<file path="src/rtl/ex_mem_stage_pkg.sv">
// rtl/ex_mem_stage_pkg.sv - shared state encodings and width helpers for the EX/MEM stage
package ex_mem_stage_pkg;

  // Bit 0 = main entry valid, bit 1 = skid entry valid, so both valids
  // (and therefore IN_READY) come straight off state flops.
  localparam logic [1:0] EMPTY = 2'b00;
  localparam logic [1:0] ONE   = 2'b01;
  localparam logic [1:0] FULL  = 2'b11;

  localparam int DEF_DATA_W    = 32;
  localparam int EDIT_SERIAL_W = 2 * DEF_DATA_W + 1;

  // Memory packet width {MemWrite, ALUOut, rt} for an arbitrary data width.
  function automatic int editSerialWidth(input int dataW);
    return 2 * dataW + 1;
  endfunction

endpackage

</file>
<file path="src/rtl/pipe_skid_buf.sv">
// rtl/pipe_skid_buf.sv - two-entry skid buffer with registered ready and flush
module pipe_skid_buf
  import ex_mem_stage_pkg::*;
#(
  parameter int PAYLOAD_W = 8
) (
  input  logic                 CLOCK,
  input  logic                 RESET_N,
  input  logic                 FLUSH,
  input  logic                 IN_VALID,
  output logic                 IN_READY,
  input  logic [PAYLOAD_W-1:0] IN_DATA,
  output logic                 OUT_VALID,
  input  logic                 OUT_READY,
  output logic [PAYLOAD_W-1:0] OUT_DATA
);

  logic [1:0]           state;
  logic [1:0]           nextState;
  logic [PAYLOAD_W-1:0] mainData;
  logic [PAYLOAD_W-1:0] skidData;
  logic                 accept;
  logic                 transfer;
  logic                 loadMainFromIn;
  logic                 loadMainFromSkid;
  logic                 loadSkid;

  // Ready only depends on the skid flop, never on OUT_READY.
  assign IN_READY  = !state[1];
  assign OUT_VALID = state[0];
  assign OUT_DATA  = mainData;

  assign accept   = IN_VALID && IN_READY && !FLUSH;
  assign transfer = OUT_VALID && OUT_READY;

  // Next-state and load selection; flush wins over everything.
  always_comb begin
    nextState        = state;
    loadMainFromIn   = 1'b0;
    loadMainFromSkid = 1'b0;
    loadSkid         = 1'b0;
    if (FLUSH) begin
      nextState = EMPTY;
    end else begin
      case (state)
        EMPTY: begin
          if (accept) begin
            nextState      = ONE;
            loadMainFromIn = 1'b1;
          end
        end
        ONE: begin
          if (transfer && accept) begin
            loadMainFromIn = 1'b1;
          end else if (transfer) begin
            nextState = EMPTY;
          end else if (accept) begin
            nextState = FULL;
            loadSkid  = 1'b1;
          end
        end
        FULL: begin
          if (transfer) begin
            nextState        = ONE;
            loadMainFromSkid = 1'b1;
          end
        end
        default: nextState = EMPTY;
      endcase
    end
  end

  // State register.
  always_ff @(posedge CLOCK or negedge RESET_N) begin
    if (!RESET_N) begin
      state <= EMPTY;
    end else begin
      state <= nextState;
    end
  end

  // Payload registers; main keeps its contents when it goes invalid so the
  // stage outputs hold their last value.
  always_ff @(posedge CLOCK or negedge RESET_N) begin
    if (!RESET_N) begin
      mainData <= '0;
      skidData <= '0;
    end else begin
      if (loadMainFromIn) begin
        mainData <= IN_DATA;
      end else if (loadMainFromSkid) begin
        mainData <= skidData;
      end
      if (loadSkid) begin
        skidData <= IN_DATA;
      end
    end
  end

endmodule

</file>
<file path="src/rtl/ex_mem_stage.sv">
// rtl/ex_mem_stage.sv - EX/MEM pipeline register with skid buffering and stall counter
module ex_mem_stage
  import ex_mem_stage_pkg::*;
#(
  parameter int DATA_W  = 32,
  parameter int RADDR_W = 5
) (
  input  logic                               CLOCK,
  input  logic                               RESET_N,
  input  logic                               IN_VALID,
  output logic                               IN_READY,
  input  logic                               FLUSH,
  input  logic [DATA_W-1:0]                  ALUOutE,
  input  logic [DATA_W-1:0]                  rtE,
  input  logic [RADDR_W-1:0]                 wb_addrE,
  input  logic [RADDR_W-1:0]                 rs_addrE,
  input  logic [RADDR_W-1:0]                 rt_addrE,
  input  logic                               RegWriteE,
  input  logic                               MemtoRegE,
  input  logic                               MemWriteE,
  input  logic                               OUT_READY,
  output logic                               OUT_VALID,
  output logic [editSerialWidth(DATA_W)-1:0] EDIT_SERIAL,
  output logic [DATA_W-1:0]                  ALUOutM,
  output logic [RADDR_W-1:0]                 wb_addrM,
  output logic [RADDR_W-1:0]                 rs_addrM,
  output logic [RADDR_W-1:0]                 rt_addrM,
  output logic                               RegWriteM,
  output logic                               MemtoRegM,
  output logic [15:0]                        STALL_CNT
);

  localparam int PAYLOAD_W = 2 * DATA_W + 3 * RADDR_W + 3;

  logic [PAYLOAD_W-1:0] inData;
  logic [PAYLOAD_W-1:0] headData;
  logic                 headValid;
  logic                 headMemWrite;
  logic                 headRegWrite;
  logic [DATA_W-1:0]    headRt;

  assign inData = {MemWriteE, ALUOutE, rtE, wb_addrE, rs_addrE, rt_addrE,
                   RegWriteE, MemtoRegE};

  pipe_skid_buf #(
    .PAYLOAD_W (PAYLOAD_W)
  ) u_buf (
    .CLOCK     (CLOCK),
    .RESET_N   (RESET_N),
    .FLUSH     (FLUSH),
    .IN_VALID  (IN_VALID),
    .IN_READY  (IN_READY),
    .IN_DATA   (inData),
    .OUT_VALID (headValid),
    .OUT_READY (OUT_READY),
    .OUT_DATA  (headData)
  );

  assign {headMemWrite, ALUOutM, headRt, wb_addrM, rs_addrM, rt_addrM,
          headRegWrite, MemtoRegM} = headData;

  // Side-effecting control bits are masked when no entry is presented.
  assign OUT_VALID   = headValid;
  assign RegWriteM   = headRegWrite && headValid;
  assign EDIT_SERIAL = {headMemWrite && headValid, ALUOutM, headRt};

  // Saturating back-pressure counter; survives flush, cleared only by reset.
  always_ff @(posedge CLOCK or negedge RESET_N) begin
    if (!RESET_N) begin
      STALL_CNT <= 16'd0;
    end else if (headValid && !OUT_READY && (STALL_CNT != 16'hFFFF)) begin
      STALL_CNT <= STALL_CNT + 16'd1;
    end
  end

endmodule

</file>
<file path="config.mk">
export PLATFORM = sky130hd
export DESIGN_NAME = ex_mem_stage
export DESIGN_NICKNAME = d
export VERILOG_FILES = /design/src/rtl/ex_mem_stage_pkg.sv /design/src/rtl/pipe_skid_buf.sv /design/src/rtl/ex_mem_stage.sv
export SDC_FILE = /design/constraint.sdc
export NUM_CORES = 1
export LEC_CHECK = 0
export ABC_CLOCK_PERIOD_IN_PS = 4200
export CELL_PAD_IN_SITES_DETAIL_PLACEMENT = 0
export CELL_PAD_IN_SITES_GLOBAL_PLACEMENT = 1
export CORE_MARGIN = 2
export CORE_UTILIZATION = 43
export DETAILED_ROUTE_END_ITERATION = 16
export PLACE_DENSITY_LB_ADDON = 0.1
export SLEW_MARGIN = 40
export SYNTH_ARGS = -nofsm -noshare
export SYNTH_HDL_FRONTEND = slang
export SYNTH_SLANG_ARGS = --single-unit
</file>
<file path="constraint.sdc">
create_clock -name CLOCK -period 4.2 [get_ports CLOCK]
set_input_delay 0.63 -clock CLOCK [delete_from_list [all_inputs] [get_ports CLOCK]]
set_output_delay 0.63 -clock CLOCK [all_outputs]
set_load 0.005 [all_outputs]
</file>
==> reports/results.tsv <==
stage	metric	value	unit
logic_synthesis	synth_edf_count	0	
clocking	cts_root_buffer	clkbuf_16	
clocking	cts_resized	0	
run	drv_cap	0	
timing	finalCritPeriodShare	59.5	%
clocking	cts_tree	yes	
layout	stdcell_area	11100	um2
clocking	insertion_delay	0.42	ns
layout	syn_to_final_growth	22.9	%
route	drt_pass1_iterations	4	
timing	period_needed	2.50	ns
pwr	p_leak	5.40	nW
pwr	peakVddDrop	0.000270	V
placement	io_buffers	218	
timing	finClkSkew	0.0119	ns
route	wirelength	18700	um
clocking	clockBufferDepth	2	
placement	placed_cell_area	10500	um2
global_routing	grt_pass1_vias	5478	
logic_synthesis	synth.distinct_cells	35	
clocking	cts_sinks	182	
clocking	path_clk_slew	0.07	ns
timing	tightest_slew	0.829	ns
clocking	cts_hold_repair.buffers	0	
global_routing	grt_start_max_net_pins	165	
floorplanning	pin_count	219	
route	final_antenna_net_count	0	
layout	diodes	0	
critical_path	critical_path_peak_fanout	32	
route	drc	0	
timing	rsz0062_at_grt	no	
logic_synthesis	ys_ff_latch	182	
timing	final.setup.tns	0	ns
critical_path	startpoint_type	input pin	
floorplanning	die_y	149	um
route	drt_iter0_drc	275	
timing	fin_hold_ws	0.125	ns
critical_path	critPathArrivalTime	2.80	ns
layout	fillers	1822	
placement	gp_congestion	0.784	
critical_path	worstSetupPathType	input pin to flip-flop	
logic_synthesis	async_flop_share	100	%
logic_synthesis	yosysMostFrequentCell	dfrtp_1	
critical_path	end_kind	flip-flop	
logic_synthesis	synth_common_cells	182 x dfrtp_1, 111 x buf_4, 90 x nand2_1	
timing	hold_viol	0	
global_routing	grt_antenna_before_repair	0	
route	wl_per_cell	16.7	um
logic_synthesis	synthesis.nets	830	
clocking	cts_buffers	17	
clocking	post_cts_buffers	0	
floorplanning	die_width	149	um
critical_path	ff2ff_setup_slack	1.76	ns
timing	setup_viol	0	
route	via_per_inst	4.85	
global_routing	grt_overflow	0	
logic_synthesis	ys.flop_type	dfrtp_1	
clocking	htreeDepth	4	
logic_synthesis	synth_cells	738	
min_path	worstHoldPathType	input pin to async pin	
run_status	status	completed	
floorplanning	coreArea	20800	um2
floorplanning	initial_core_util	43.4	%
floorplanning	dieArea	22200	um2
timing	finalMaxSlewViolations	0	
logic_synthesis	netlist.area_leader.share	50.4	%
timing	slew_headroom	44.7	%
logic_synthesis	synthTopCellsByArea	dfrtp_1 50%, mux2_4 13%, mux2i_1 9.3%	
global_routing	grtUsageTotal	17.1	%
logic_synthesis	seq_area_frac_synth	50.4	%
timing	fmax	400	MHz
logic_synthesis	yosys_warnings	0	
logic_synthesis	syn_avg_cell_area	12.2	um2
critical_path	required	4.50	ns
placement	hpwl	12400	um
route	vias	5457	
layout	fin_nets	929	
floorplanning	rows	53	
pwr	power_density	676	nW/um2
logic_synthesis	synthesis.area	9030	um2
global_routing	grt_pass1_wl	29600	um
logic_synthesis	yosys.area.top_type	dfrtp_1	
layout	final_layout_size_suffix_gt1_share	15.8	%
[path summary, 6_finish.rpt]
check / from / to / cells after the start
hold / removal: RESET_N / u_buf.OUT_DATA[72] / 1
hold reg to reg: u_buf.skidData[0] / u_buf.skidData[0] / 1
min in group CLOCK: u_buf.skidData[0] / u_buf.skidData[0] / 1
setup reg to reg: u_buf.state[0] / u_buf.skidData[2] / 5
max in group asynchronous: RESET_N / u_buf.OUT_DATA[79] / 3
setup / recovery: OUT_READY / u_buf.skidData[79] / 6
[worst max-delay path, stage by stage]
cell	delay [ns]
clkdlybuf4s50_1	0.60
nand2_2	0.12
nand2_2	0.13
or3_4	0.56
buf_4	0.42
mux2_4	0.33
[flip-flops by register name (all words and copies together), names as in the netlist]
name / flops
u_buf.OUT_DATA: 82
STALL_CNT: 16
u_buf.skidData: 82
u_buf.state: 2
[layer usage]
| layer | vias to the layer above | wire length [um] | global-route usage [%] |
|---|---|---|---|
| met4 | 0 | 244 | 5.48 |
| met3 | 16 | 1050 | 5.02 |
| met2 | 149 | 8700 | 26.4 |
| li1 | 2607 | - | - |
| met1 | 2685 | 8720 | 23.3 |
| met5 | - | 0 | 0 |
[where the power goes]
part           switching (W)  leakage, nW  internal (W)  total, W
clock network       0.000676        0.262      0.000849   0.00153
registers           0.000551         2.24       0.00259   0.00314
logic               0.000910         2.89       0.00193   0.00284
[cells by family (layout without fill, tap and decap cells)]
| family | Yosys count | after routing | synth area share (%) |
|---|---|---|---|
| XOR/XNOR | 13 | 13 | 1.26 |
| adder cells (fa/ha/maj) | 5 | 5 | 0.693 |
| flip-flops | 182 | 182 | 50.4 |
| buffers and inverters | 151 | 262 | 12.8 |
| AO/OA/AOI/OAI | 92 | 92 | 5.43 |
| AND/OR/NAND/NOR | 127 | 127 | 6.33 |
| multiplexers | 168 | 168 | 23.1 |
[cell type report]
cell class / instances / area (um2) / area share (%)
multi-input cells: 405 / 3330 / 30.0
flip-flops and latches: 182 / 4550 / 41.0
well taps: 275 / 344 / 3.10
clock inverters: 10 / 100 / 0.902
inverters: 3 / 11.3 / 0.101
repair buffers: 228 / 2300 / 20.7
clock buffers: 21 / 460 / 4.15
[through the flow]
stage	util (%)	setup WS (ns)	std cells	total power [W]
floorplan	-	2.26	738	0.00515
detailed placement	50.5	1.26	1092	0.00604
finish	53.3	1.70	1124	0.00751
global placement	50.5	1.33	1092	0.00593
CTS	53.2	1.71	1123	0.00761
global route	53.3	1.61	1124	0.00799
[cell usage in the layout (no fill, tap or decap), types with 2 or more instances in the layout]
master / count
clkdlybuf4s50_1: 217
dfrtp_1: 182
nand2_1: 90
mux2i_1: 84
mux2_4: 80
o21ai_0: 62
o21ai_1: 20
clkbuf_16: 17
xnor2_1: 12
buf_4: 7
nor2_1: 6
nand4_1: 6
nand3_1: 5
ha_1: 5
a31oi_1: 4
mux2_2: 4
clkinvlp_4: 4
inv_1: 3
and4_1: 3
and3_1: 3
clkinv_4: 3
clkbuf_8: 3
buf_12: 3
and2_2: 2
nand2_2: 2
nand4b_1: 2
or2b_1: 2
a21oi_1: 2
nor3_1: 2
clkbuf_1: 2
(Power assumes the default switching activity.)
